$ cat src/rtl/uart_cmd_pkg.sv
// Shared constants and state encoding for the UART command controller.
// Opcodes, response bytes and the 3-bit FSM state type live here.
package uart_cmd_pkg;

  localparam logic [7:0] OP_WR   = 8'h57;
  localparam logic [7:0] OP_RD   = 8'h52;
  localparam logic [7:0] RSP_ACK = 8'h4B;
  localparam logic [7:0] RSP_ERR = 8'h45;

  typedef enum logic [2:0] {
    IDLE    = 3'd0,
    ADDR    = 3'd1,
    DATA    = 3'd2,
    CSUM    = 3'd3,
    EXEC    = 3'd4,
    RD_WAIT = 3'd5,
    ERR     = 3'd6,
    RESP    = 3'd7
  } state_t;

endpackage

$ cat src/rtl/uart_cmd_timeout.sv
// Inter-byte timeout counter: cleared by each accepted byte, counts while run is high,
// and pulses expired for one cycle when it reaches TIMEOUT_CYCLES-1.
module uart_cmd_timeout #(
  parameter int TIMEOUT_CYCLES = 8680
) (
  input  logic clk,
  input  logic reset,
  input  logic clear,
  input  logic run,
  output logic expired
);

  localparam int            CW    = $clog2(TIMEOUT_CYCLES);
  localparam logic [CW-1:0] LIMIT = CW'(TIMEOUT_CYCLES - 1);

  logic [CW-1:0] cnt;

  assign expired = run && (cnt == LIMIT);

  // NOTE: sequential state uses non-blocking assignments so every register samples pre-edge values.
  always_ff @(posedge clk or negedge reset) begin
    if (!reset) begin
      cnt <= '0;
    end else if (clear || !run || expired) begin
      cnt <= '0;
    end else begin
      cnt <= cnt + CW'(1);
    end
  end

endmodule

$ cat src/rtl/uart_cmd_ctrl.sv
// Command controller: assembles UART bytes into W/R frames, drives the register file
// and queues a one-byte response. Optional trailing XOR checksum via UART_CMD_CHECKSUM_EN.
module uart_cmd_ctrl
  import uart_cmd_pkg::*;
#(
  parameter int ADDR_W         = 4,
  parameter int TIMEOUT_CYCLES = 8680
) (
  input  logic              clk,
  input  logic              reset,
  input  logic [7:0]        rx_data,
  input  logic              rx_valid,
  output logic [ADDR_W-1:0] reg_addr,
  output logic [7:0]        reg_wr_data,
  output logic              reg_wr_en,
  output logic              reg_rd_en,
  input  logic [7:0]        reg_rd_data,
  output logic [7:0]        tx_data,
  output logic              tx_start,
  input  logic              tx_busy,
  output logic              cmd_error
);

`ifdef UART_CMD_CHECKSUM_EN
  localparam state_t FRAME_END = CSUM;
  logic [7:0] csum;
`else
  localparam state_t FRAME_END = EXEC;
`endif

  state_t state, state_nxt;
  logic   is_wr;
  logic   run;
  logic   timeout;
  logic   accept;
  logic   addr_ok;

  assign run     = (state == ADDR) || (state == DATA) || (state == CSUM);
  // A byte arriving on the timeout cycle is dropped: the timeout takes priority.
  assign accept  = rx_valid && ((state == IDLE) || run) && !timeout;
  assign addr_ok = (rx_data >> ADDR_W) == 8'd0;

  uart_cmd_timeout #(
    .TIMEOUT_CYCLES(TIMEOUT_CYCLES)
  ) u_timeout (
    .clk    (clk),
    .reset  (reset),
    .clear  (accept),
    .run    (run),
    .expired(timeout)
  );

  always_ff @(posedge clk or negedge reset) begin
    if (!reset) state <= IDLE;
    else        state <= state_nxt;
  end

  // NOTE: every always_comb output gets a default first, so no path can infer a latch.
  always_comb begin
    state_nxt = state;
    case (state)
      IDLE:    if (accept) state_nxt = (rx_data == OP_WR || rx_data == OP_RD) ? ADDR : ERR;
      ADDR: begin
        if (timeout)     state_nxt = IDLE;
        else if (accept) state_nxt = !addr_ok ? ERR : (is_wr ? DATA : FRAME_END);
      end
      DATA: begin
        if (timeout)     state_nxt = IDLE;
        else if (accept) state_nxt = FRAME_END;
      end
`ifdef UART_CMD_CHECKSUM_EN
      CSUM: begin
        if (timeout)     state_nxt = IDLE;
        else if (accept) state_nxt = (rx_data == csum) ? EXEC : ERR;
      end
`endif
      EXEC:    state_nxt = is_wr ? RESP : RD_WAIT;
      RD_WAIT: state_nxt = RESP;
      ERR:     state_nxt = RESP;
      RESP:    if (!tx_busy) state_nxt = IDLE;
      default: state_nxt = IDLE;
    endcase
  end

  always_ff @(posedge clk or negedge reset) begin
    if (!reset) begin
      is_wr       <= 1'b0;
      reg_addr    <= '0;
      reg_wr_data <= '0;
      tx_data     <= '0;
    end else begin
      if (accept && state == IDLE) is_wr       <= (rx_data == OP_WR);
      if (accept && state == ADDR) reg_addr    <= rx_data[ADDR_W-1:0];
      if (accept && state == DATA) reg_wr_data <= rx_data;
      case (state)
        EXEC:    if (is_wr) tx_data <= RSP_ACK;
        RD_WAIT: tx_data <= reg_rd_data;
        ERR:     tx_data <= RSP_ERR;
        default: ;
      endcase
    end
  end

`ifdef UART_CMD_CHECKSUM_EN
  // Running XOR restarts on the opcode byte and excludes the checksum byte itself.
  always_ff @(posedge clk or negedge reset) begin
    if (!reset) begin
      csum <= '0;
    end else if (accept && state != CSUM) begin
      csum <= (state == IDLE) ? rx_data : (csum ^ rx_data);
    end
  end
`endif

  assign reg_wr_en = (state == EXEC) && is_wr;
  assign reg_rd_en = (state == EXEC) && !is_wr;
  assign tx_start  = (state == RESP) && !tx_busy;
  assign cmd_error = (state == ERR) || timeout;

endmodule

$ cat config.mk
export PLATFORM = sky130hd
export DESIGN_NAME = uart_cmd_ctrl
export DESIGN_NICKNAME = d
export VERILOG_FILES = /design/src/rtl/uart_cmd_pkg.sv /design/src/rtl/uart_cmd_timeout.sv /design/src/rtl/uart_cmd_ctrl.sv
export SDC_FILE = /design/constraint.sdc
export NUM_CORES = 1
export LEC_CHECK = 0
export BUFFER_PORTS_ARGS = -buffer_cell sky130_fd_sc_hd__buf_4
export CORE_MARGIN = 2
export CORE_UTILIZATION = 41
export DETAILED_ROUTE_END_ITERATION = 10
export PLACE_DENSITY = 0.66
export SYNTH_ARGS = -nofsm -noshare
export SYNTH_HDL_FRONTEND = slang
export SYNTH_SLANG_ARGS = --single-unit
$ cat constraint.sdc
create_clock -name clk -period 2.4 [get_ports clk]
set_clock_uncertainty 0.15 [all_clocks]
set_input_delay 0.48 -clock clk [delete_from_list [all_inputs] [get_ports clk]]
set_output_delay 0.48 -clock clk [all_outputs]
set_load 0.01 [all_outputs]
==> results by stage <==
Outcome:
- The flow ran to the end, and the final reports show no timing, DRC or antenna violations.

Die:
- The starting density of the core is about 42%.
- In this run the horizontal extent of the chip is between 70 and 80 um.
- For this design the top-level I/O count stands at 44.
- The number of rows created at floorplan is 24.
- The die height is 70.89 um.
- The total core area is around 4300 um^2.
- The floorplan step defined a die boundary enclosing roughly 5000 um^2.

Cells and area:
- Excluding fillers, the count of instances in the completed layout stands at 278.
- 0 antenna diodes ended up in the layout.
- The post-route cell area is approximately 2400 um^2.
- The register area is around 950 um^2.
- The net total in the final layout is about 250.
- Relative to the synthesized area, the layout overhead comes to 28.17%.
- Once layout is complete, the utilization of the core stands at 54.37%.
- The number of inserted filler cells in the final layout is around 400.
- The fraction of layout cells with a size suffix above 1 is approximately a third.
- In the final layout, the multi-input gates occupy between 800 and 900 um^2.

GRT:
- The total overflow left after global routing is 0.
- The all-layer global routing usage is 16.80%.
- Entering global routing, the biggest net connects 39 pins.
- The via count of the first global-routing pass came to 1,477.
- The number of antenna violations at the first check in global routing was 0.
- The wire length of the first global-routing pass is about 6.7 mm.

Worst hold path:
- The type of the most critical hold path is in2async.

Timing:
- The maximum frequency from static timing analysis is 0.4326 GHz.
- For the final routed database, the setup TNS stands at 0 ns.
- The count of pins over their slew limit is 0.
- The relative slew slack is between 60% and 70%.
- Setup repair after global routing left no endpoint under its margin.
- Of the available clock period, the critical path in the final layout requires a little over nine tenths.
- The setup violation total in the final timing report is 0.
- The number of failing hold endpoints at the final stage is 0.
- At the pin with the least slew margin, the transition time is approximately 0.48 ns.
- The clock period minus worst slack is roughly 2.3 ns.

Logic synthesis:
- The area of the mapped netlist is roughly 1800 um^2.
- The synthesized design spends more area on one cell type than any other, namely sky130_fd_sc_hd__dfrtp_1.
- The total nets after synthesis is about 200.
- In the synthesized netlist the async set-or-reset flop fraction comes to 100.0%.
- The complex-gate fraction of the synthesized area is a little over a tenth.
- The area share of and/or/nand/nor cells after synthesis is 21.15%.
- By area, the combinational part of the netlist is dominated by simple AND/OR/NAND/NOR gates.
- The cell count after synthesis came out at around 180.
- The number of synthesized register bits is 38.
- By count the netlist is led by sky130_fd_sc_hd__dfrtp_1 (38), sky130_fd_sc_hd__nor2_1 (24), sky130_fd_sc_hd__nand2_1 (18).
- By instance count, the leading cell after synthesis is sky130_fd_sc_hd__dfrtp_1.
- Among all flip-flop cells after synthesis, the most frequent one is sky130_fd_sc_hd__dfrtp_1.
- Yosys mapped a number of flops with a built-in enable equal to 0.
- Yosys attributes the largest share of cell area to sky130_fd_sc_hd__dfrtp_1 (52%), sky130_fd_sc_hd__mux2_2 (8.0%), sky130_fd_sc_hd__nor2_1 (4.9%).
- The share of synthesized area in the top cell type comes to ~52%.
- The number of synthesis warnings is 0.
- The proportion of synthesized chip area in sequential cells is roughly half.
- The adder-cell area share of the yosys netlist is less than 1%.
- Dividing the synthesized area by the synthesized cell count gives between 10 and 15 um^2.
- After synthesis, the share of cell area in mux cells is between 7 and 8%.
- In this run, distinct cell masters in the synthesized netlist total 39.
- The area share of xor/xnor cells in the synthesized design is around 5.7%.

Pwr:
- The worst supply voltage drop on vdd is 518.9 uV.
- The analysis attributes to cell leakage a power of between 1 and 1.5 nW.
- Power spread over the standard cell area amounts to around 1100 nW/um^2.

Clock tree:
- The clock tree synthesis step divided the H-tree into 2 levels.
- The clock input transition at the sequential cells of the worst setup and hold paths is 0.07 ns.
- The CTS buffer count is 5.
- The count of clock tree sinks is 38.
- Hold repair after CTS inserted 0 buffers.
- TritonCTS built the clock tree.
- At the later pin of the worst-skew pair, clock insertion delay measures approximately 0.29 ns.
- The clock passes through at most 2 buffers.
- The root buffer selected by CTS is sky130_fd_sc_hd__clkbuf_8.

Worst setup path:
- The critical path data required time is 1.77 ns.
- The element type at the critical path start is a register.
- Traced cell by cell, the critical path runs through ha_4 -> and4b_1 -> and4_4 -> nor2_2 -> nor3_2 -> buf_4.
- The critical-path maximum fanout is 6.
- The worst setup path is of the reg2out kind.
- The startpoint identified for the worst register-to-register timing path is u_timeout.cnt[0]$_DFF_PN0_.
- The slowest stage of the critical path is the sky130_fd_sc_hd__dfrtp_1 cell.
- Counting both buffers and inverters, the worst setup path holds a total of 1.
- In this design, the largest share of critical-path delay is due to simple AND/OR/NAND/NOR gates.
- STA puts the critical path data arrival time at 1.68 ns.
- In this design, the stage delay of the slowest critical-path cell is between 0.4 and 0.5 ns.
- Tracing the worst setup path back leads to its startpoint at u_timeout.cnt[0]$_DFF_PN0_.
- The worst setup path is captured at an output pin.

Detailed routing:
- The overall routed net length is a little under 4 mm.
- After detailed routing, the met3 layer carries ~270 um of wire.
- The count of nets left with antenna violations after detail routing is 0.
- After detailed routing, the number of vias per cell comes to between 5 and 6.
- The number of remaining DRC errors is 0.
- The top routing layer in use is met4.
- In the final routed layout, each cell accounts on average for roughly 14 um.
- The via total after detailed routing is ~1,500.
- The violation count after the first detailed-routing iteration is 95.
- Summed over all nets, wire length on met2 after detailed routing comes to 1.741 mm.
- For this run, the detailed router's first-pass iteration total came to 4.
- The met1 layer wirelength in the final routing is between 1.5 and 2 mm.

Run:
- The max-cap check violation count is 0.

Placed design:
- The HPWL after detailed placement is around 2.7 mm.
- The number of cells in the design after placement is 270.
- The final weighted congestion in routability-driven placement is between 0.8 and 0.9.
- The number of I/O port buffers is 43.
- In this run the cell area measured after placement is ~2200 um^2.
timing repair:
action	in CTS	in global routing
resized for setup	4	4
pin swaps	2	0
endpoints found under the setup margin	1	1
buffers inserted	2	0
cell usage in the layout (no fill, tap or decap), types with 3 or more instances in the layout:
master / netlist / routed
sky130_fd_sc_hd__a21o_1: 3 / 3
sky130_fd_sc_hd__a21oi_1: 3 / 3
sky130_fd_sc_hd__a22oi_1: 3 / 3
sky130_fd_sc_hd__and3_1: 4 / 4
sky130_fd_sc_hd__buf_4: 0 / 48
sky130_fd_sc_hd__clkbuf_8: 0 / 6
sky130_fd_sc_hd__dfrtp_1: 38 / 37
sky130_fd_sc_hd__inv_1: 3 / 3
sky130_fd_sc_hd__mux2_2: 13 / 13
sky130_fd_sc_hd__nand2_1: 18 / 18
sky130_fd_sc_hd__nand2b_1: 3 / 3
sky130_fd_sc_hd__nand3_1: 5 / 5
sky130_fd_sc_hd__nor2_1: 24 / 23
sky130_fd_sc_hd__nor3_1: 6 / 5
sky130_fd_sc_hd__o21ai_0: 9 / 9
sky130_fd_sc_hd__xnor2_1: 4 / 4
sky130_fd_sc_hd__xor2_1: 8 / 8
worst register-to-register path, cell delays in order (launching register included):
cell,delay (ns)
sky130_fd_sc_hd__dfrtp_1,0.41
sky130_fd_sc_hd__ha_4,0.17
sky130_fd_sc_hd__and4b_1,0.20
sky130_fd_sc_hd__and4_4,0.28
sky130_fd_sc_hd__nor2_2,0.08
sky130_fd_sc_hd__a31oi_1,0.27
sky130_fd_sc_hd__mux2_2,0.37
cell families after synthesis:
family / after synthesis
buffers and inverters: 8
multiplexers: 13
AND/OR/NAND/NOR: 76
adder cells (fa/ha/maj): 1
AO/OA/AOI/OAI: 29
flip-flops: 38
XOR/XNOR: 12
per-stage QoR:
| stage | total power, mW | hold slack [ns] | setup slack (ns) |
|---|---|---|---|
| after floorplan | 1.644 | 0.03441 | 0.1857 |
| after detailed placement | 2.102 | 0.3323 | 0.08172 |
| after global routing | 2.731 | 0.03699 | 0.01131 |
| final | 2.540 | 0.0003262 | 0.08847 |
| after CTS | 2.557 | 0.01681 | 0.002433 |
| after global placement | 2.087 | 0.3242 | 0.1370 |
report_power, final:
part / switching, mW / leakage [nW] / internal, mW
clock network: 0.212 / 0.0431 / 0.222
logic: 0.487 / 0.530 / 0.572
registers: 0.205 / 0.481 / 0.841
total: 0.905 / 1.05 / 1.63
final cells by class:
type | instances | share of cell area, %
well taps | 52 | 2.767
clock buffers | 6 | 3.513
repair buffers | 48 | 15.33
multi-input cells | 131 | 37.41
inverters | 3 | 0.4790
flip-flops and latches | 38 | 40.50
path summary, 6_finish.rpt:
check                                                  end  slack [ns]  cells after the start
worst max-delay path                             cmd_error        0.09                      6
min in group clk                reg_wr_data[3]$_DFFE_PN0P_        0.29                      2
worst min-delay path            reg_wr_data[4]$_DFFE_PN0P_      0.0003                      1
worst min register to register     reg_addr[2]$_DFFE_PN0P_        0.36                      1
worst max register to register        state[1]$_DFFE_PN0P_        0.37                      6
max in group asynchronous       u_timeout.cnt[9]$_DFF_PN0_        1.74                      1
state kept, by name, indices dropped and copies added (netlist names):
signal,cells
reg_addr,4
tx_data,8
reg_wr_data,8
state,3
u_timeout.cnt,14
is_wr,1
metal layers:
layer / up-vias / GRT usage [%]
met3: 5 / 5.413
met2: 43 / 25.96
met1: 677 / 22.08
met5: - / 0
met4: 0 / 6.499
li1: 731 / -
(Power assumes the default switching activity.)
